## config.mk

```make
export PLATFORM = sky130hd
export DESIGN_NAME = flush_drain_fifo
export DESIGN_NICKNAME = d
export VERILOG_FILES = /design/src/rtl/flush_drain_fifo.sv
export SDC_FILE = /design/constraint.sdc
export NUM_CORES = 1
export LEC_CHECK = 0
export CELL_PAD_IN_SITES_DETAIL_PLACEMENT = 1
export CELL_PAD_IN_SITES_GLOBAL_PLACEMENT = 2
export CORE_UTILIZATION = 36
export CTS_CLUSTER_DIAMETER = 120
export DETAILED_ROUTE_END_ITERATION = 8
export PLACE_DENSITY_LB_ADDON = 0.12
export SLEW_MARGIN = 20
export SYNTH_ARGS = -nofsm -noshare
export SYNTH_HDL_FRONTEND = slang
export SYNTH_SLANG_ARGS = --single-unit
```

## constraint.sdc

```tcl
create_clock -name clock -period 4.64 [get_ports clock]
set_input_delay 0.928 -clock clock [delete_from_list [all_inputs] [get_ports clock]]
set_output_delay 0.928 -clock clock [all_outputs]
set_load 0.01 [all_outputs]
```

## src/rtl/flush_drain_fifo.sv

```systemverilog
// rtl/flush_drain_fifo.sv - FWFT circular FIFO with flush-and-drain handshake
module flush_drain_fifo #(
    parameter  int DATA_WIDTH = 32,
    parameter  int DEPTH      = 8,
    localparam int CW         = $clog2(DEPTH) + 1
) (
    input  logic                  clock,
    input  logic                  reset,
    input  logic                  in_valid,
    output logic                  in_ready,
    input  logic [DATA_WIDTH-1:0] in_data,
    output logic                  out_valid,
    input  logic                  out_ready,
    output logic [DATA_WIDTH-1:0] out_data,
    input  logic                  flush_req,
    output logic                  flush_busy,
    output logic                  flush_done,
    output logic [CW-1:0]         flushed_count,
    output logic [CW-1:0]         level
);

    localparam int AW = $clog2(DEPTH);

    localparam logic [1:0] ST_IDLE  = 2'd0;
    localparam logic [1:0] ST_FLUSH = 2'd1;
    localparam logic [1:0] ST_DONE  = 2'd2;

    localparam logic [CW-1:0] LEVEL_FULL = CW'(DEPTH);
    localparam logic [CW-1:0] COUNT_MAX  = {CW{1'b1}};

    logic [DATA_WIDTH-1:0] mem [DEPTH];

    logic [1:0]    state_q, state_d;
    logic [AW-1:0] rd_ptr_q, rd_ptr_d;
    logic [AW-1:0] wr_ptr_q, wr_ptr_d;
    logic [CW-1:0] level_q, level_d;
    logic [CW-1:0] flushed_count_q, flushed_count_d;

    logic push;
    logic pop;

    // Input is only open in IDLE; a flush request in the same cycle wins over the beat.
    assign in_ready  = !reset && (state_q == ST_IDLE) && !flush_req && (level_q != LEVEL_FULL);
    assign out_valid = !reset && (level_q != '0);
    assign out_data  = mem[rd_ptr_q];

    assign push = in_valid && in_ready;
    assign pop  = out_valid && out_ready;

    assign flush_busy    = (state_q != ST_IDLE);
    assign flush_done    = (state_q == ST_DONE);
    assign flushed_count = flushed_count_q;
    assign level         = level_q;

    // Storage array; contents are intentionally left unreset.
    always_ff @(posedge clock) begin
        if (push) begin
            mem[wr_ptr_q] <= in_data;
        end
    end

    // Pointer and occupancy bookkeeping; pointers wrap naturally since DEPTH is a power of two.
    always_comb begin
        rd_ptr_d = rd_ptr_q;
        wr_ptr_d = wr_ptr_q;
        level_d  = level_q;
        if (pop) begin
            rd_ptr_d = rd_ptr_q + AW'(1);
        end
        if (push) begin
            wr_ptr_d = wr_ptr_q + AW'(1);
        end
        case ({push, pop})
            2'b10:   level_d = level_q + CW'(1);
            2'b01:   level_d = level_q - CW'(1);
            default: level_d = level_q;
        endcase
    end

    // Flush sequencer: drain to empty, then a single DONE cycle before reopening.
    always_comb begin
        state_d         = state_q;
        flushed_count_d = flushed_count_q;
        case (state_q)
            ST_IDLE: begin
                if (flush_req) begin
                    state_d         = ST_FLUSH;
                    flushed_count_d = '0;
                end
            end
            ST_FLUSH: begin
                if (pop && (flushed_count_q != COUNT_MAX)) begin
                    flushed_count_d = flushed_count_q + CW'(1);
                end
                // Uses post-pop occupancy so the last pop and the exit share an edge.
                if (level_d == '0) begin
                    state_d = ST_DONE;
                end
            end
            ST_DONE: begin
                state_d = ST_IDLE;
            end
            default: begin
                state_d = ST_IDLE;
            end
        endcase
    end

    // State registers with synchronous reset; a mid-flush reset abandons the flush silently.
    always_ff @(posedge clock) begin
        if (reset) begin
            state_q         <= ST_IDLE;
            rd_ptr_q        <= '0;
            wr_ptr_q        <= '0;
            level_q         <= '0;
            flushed_count_q <= '0;
        end else begin
            state_q         <= state_d;
            rd_ptr_q        <= rd_ptr_d;
            wr_ptr_q        <= wr_ptr_d;
            level_q         <= level_d;
            flushed_count_q <= flushed_count_d;
        end
    end

endmodule

```

==> out/metrics.yaml <==
setup_path:
  crit_required_ns: 3.71
  crit_slowest_cell: "dfxtp_4"
  cpPeakStageDelay_ns: 0.58
  crit_path_start_kind: "flip-flop"
  crit_chain: "buf_4 -> mux4_2 -> mux2_2 -> clkdlybuf4s50_1"
  worstSetupPathType: "flip-flop to output pin"
  reg2reg_depth: 11
  arrival_ns: 2.86
  end_kind: "output pin"
  worstPathMaxFanout: 16
run:
  drv_cap: 0
sta:
  postLayoutSetupSlackWorst_ns: 0.852
  fin_crit_sh: 0.816
  slew_viol_final: 0
  grt_setup_unrepaired: "false"
  worst_pin_slew_ns: 1.04
  final.setup_skew_ns: 0.00745
  hold_viol: 0
  finalSetupTns_ns: 0
  fmax_mhz: 264
  maxSlewHeadroom: 0.305
  fin_crit_ns: 3.79
  finalSetupViolations: 0
synth:
  synth_ff_type: "edfxtp_1"
  ys_seq_area_frac: 0.761
  postSynthRegisterBits: 275
  synthAdderAreaFrac: 0.00708
  synth_top_family_by_area: "multiplexers"
  synth_xor_area_frac: 0.00826
  yosysUniqueCellTypes: 38
  synth_cells: 490
  async_flop_share: 0
  yosys_warnings: 0
  synthMuxAreaShare: 0.174
  synth-compound-area-share: 0.0130
  syn_avg_cell_area_um2: 21.6
  yosys.area_share.simple: 0.0265
  synth_edf_count: 256
  syn_nets: 533
  netlist_area_mm2: 0.0106
min_path:
  hp-class: "flip-flop to flip-flop"
  holdPathStages: 1
final_layout:
  layout_commonest_cell: "edfxtp_1"
  fillerInstances: 2696
  design_area_mm2: 0.0130
  layout.nets: 642
  layout-drive-gt1-share: 0.279
  syn_to_final_growth_pct: 23.0
  final_cell_mix: "edfxtp_1, clkdlybuf4s50_1, mux4_2"
clock_network:
  cts_buffers: 30
  tritoncts: "done"
  ctsResizeCount: 0
  cts_hold_buffers: 0
  clk_path_buf_depth: 3
  htreeDepth: 1
  post-cts-setup-buffers: 0
  cts-root-buf: "clkbuf_16"
  path_clk_slew_ns: 0.06
  worstSkewPairLatency_ns: 0.53
  cts_num_sinks: 275
floorplan:
  ios: 81
  fp.coreArea_mm2: 0.0289
  start_util: 0.367
  rows: 62
  die_area_mm2: 0.0301
  die_y_um: 174
  fp.dieW_um: 174
global_routing:
  grt_max_degree: 65
  track_usage: 0.147
  overflow: 0
  grt_pass1_wl_mm: 33.2
  antenna_found_initial: 1
  grt_pass1_vias: 5664
place:
  placed_area_mm2: 0.0120
  dpl.hpwl_mm: 12.5
  routabilityCongestion: 0.725
  port_buffers: 80
  place_ws_ns: 0.483
pwr:
  ir_drop_uv: 294
  internal_power_uw: 4360
  power.switching_uw: 1050
  power_frac_seq: 0.507
  clock_power_share: 0.445
  powerDensity_mw_per_mm2: 415
  switching_share: 0.194
  leakage_uw: 0.00408
  p_comb_frac: 0.048
routing:
  drc_errors: 0
  vias_per_cell: 5.06
  avgRoutedWirePerCell_um: 21.6
  totalWireLength_mm: 21.7
  ant_nets: 0
  num_vias: 5087
  drt_pass1_iterations: 4
  drt-initial-drc-count: 330
status:
  status: "complete, no violations"
-- worst max-delay path, delay by kind of cell (launching register included) --
kind,cells,cell delay [ns]
multiplexers,2,0.85
buffers and inverters,2,0.90
flip-flops,1,0.58
-- per-layer routing --
| metal | GRT usage | routed length, um | vias to the layer above |
|---|---|---|---|
| li1 | - | - | 2240 |
| met1 | 0.183 | 9210 | 2715 |
| met2 | 0.263 | 11200 | 98 |
| met3 | 0.0248 | 846 | 34 |
| met4 | 0.0417 | 397 | 0 |
| met5 | 0 | 0 | - |
-- cell usage after synthesis, types with 3 or more instances --
library cell	n	area [um^2]
inv_1	5	18.8
nand2_1	9	33.8
mux2_2	32	360
nor2_1	20	75.1
buf_2	6	30.0
o21ai_0	3	15.0
mux2i_1	4	40.0
edfxtp_1	256	7690
a21oi_1	5	25.0
ha_1	6	75.1
clkbuf_1	13	48.8
nor2b_1	3	18.8
nor3_1	6	30.0
and3_1	4	25.0
dfxtp_1	19	380
mux4_2	64	1440
nand2b_1	3	18.8
nand3_1	4	20.0
xnor2_1	4	35.0
xor2_1	6	52.6
-- final cells by class --
type / count / area, um^2 / area share
clock inverter: 17 / 211 / 0.0162
inverter: 5 / 18.8 / 0.00144
multi-input combinational: 189 / 2470 / 0.190
sequential: 275 / 8080 / 0.619
tap: 384 / 480 / 0.0368
timing repair buffer: 98 / 986 / 0.0756
clock buffer: 37 / 798 / 0.0612
antenna: 1 / 2.50 / 0.000192
-- stage by stage --
stage	std cells	power [uW]	hold WS, ns	utilization
after detailed placement	951	3060	0.492	0.417
after floorplan	490	2920	0.476	-
after global placement	951	3060	0.486	0.417
after global routing	1006	5570	0.560	0.452
final	1006	5410	0.511	0.452
after CTS	1005	5480	0.519	0.452
-- sequential cells by signal (all words and copies together) (netlist names), named ones only --
| name | flops |
|---|---|
| flushed_count | 4 |
| mem | 256 |
| wr_ptr_q | 3 |
| level | 4 |
| rd_ptr_q | 3 |
| state_q | 2 |
-- kinds of logic after synthesis --
group / after synthesis
xor gates and xnor gates: 10
AOI/OAI and AO/OA: 17
buffers and inverters: 26
muxes: 100
DFF: 275
and+or+nand+nor: 56
adders and majority gates: 6
-- power by group through the flow --
stage                     clock (uW)  combinational (uW)  sequential (uW)
final                           2410                 260             2750
after detailed placement           0                 265             2800
after floorplan                    0                 133             2790
after CTS                       2470                 267             2750
after global placement             0                 259             2800
after global routing            2540                 282             2750
-- path summary, 6_finish.rpt --
path / from / end / slack, ns
setup / recovery: flip-flop / out_data[12] / 0.85
hold / removal: flushed_count[2] / flushed_count[2] / 0.51
setup reg to reg: level[1] / state_q[1] / 1.19
hold reg to reg: flushed_count[2] / flushed_count[2] / 0.51
Power figures use the tool's default switching activity.
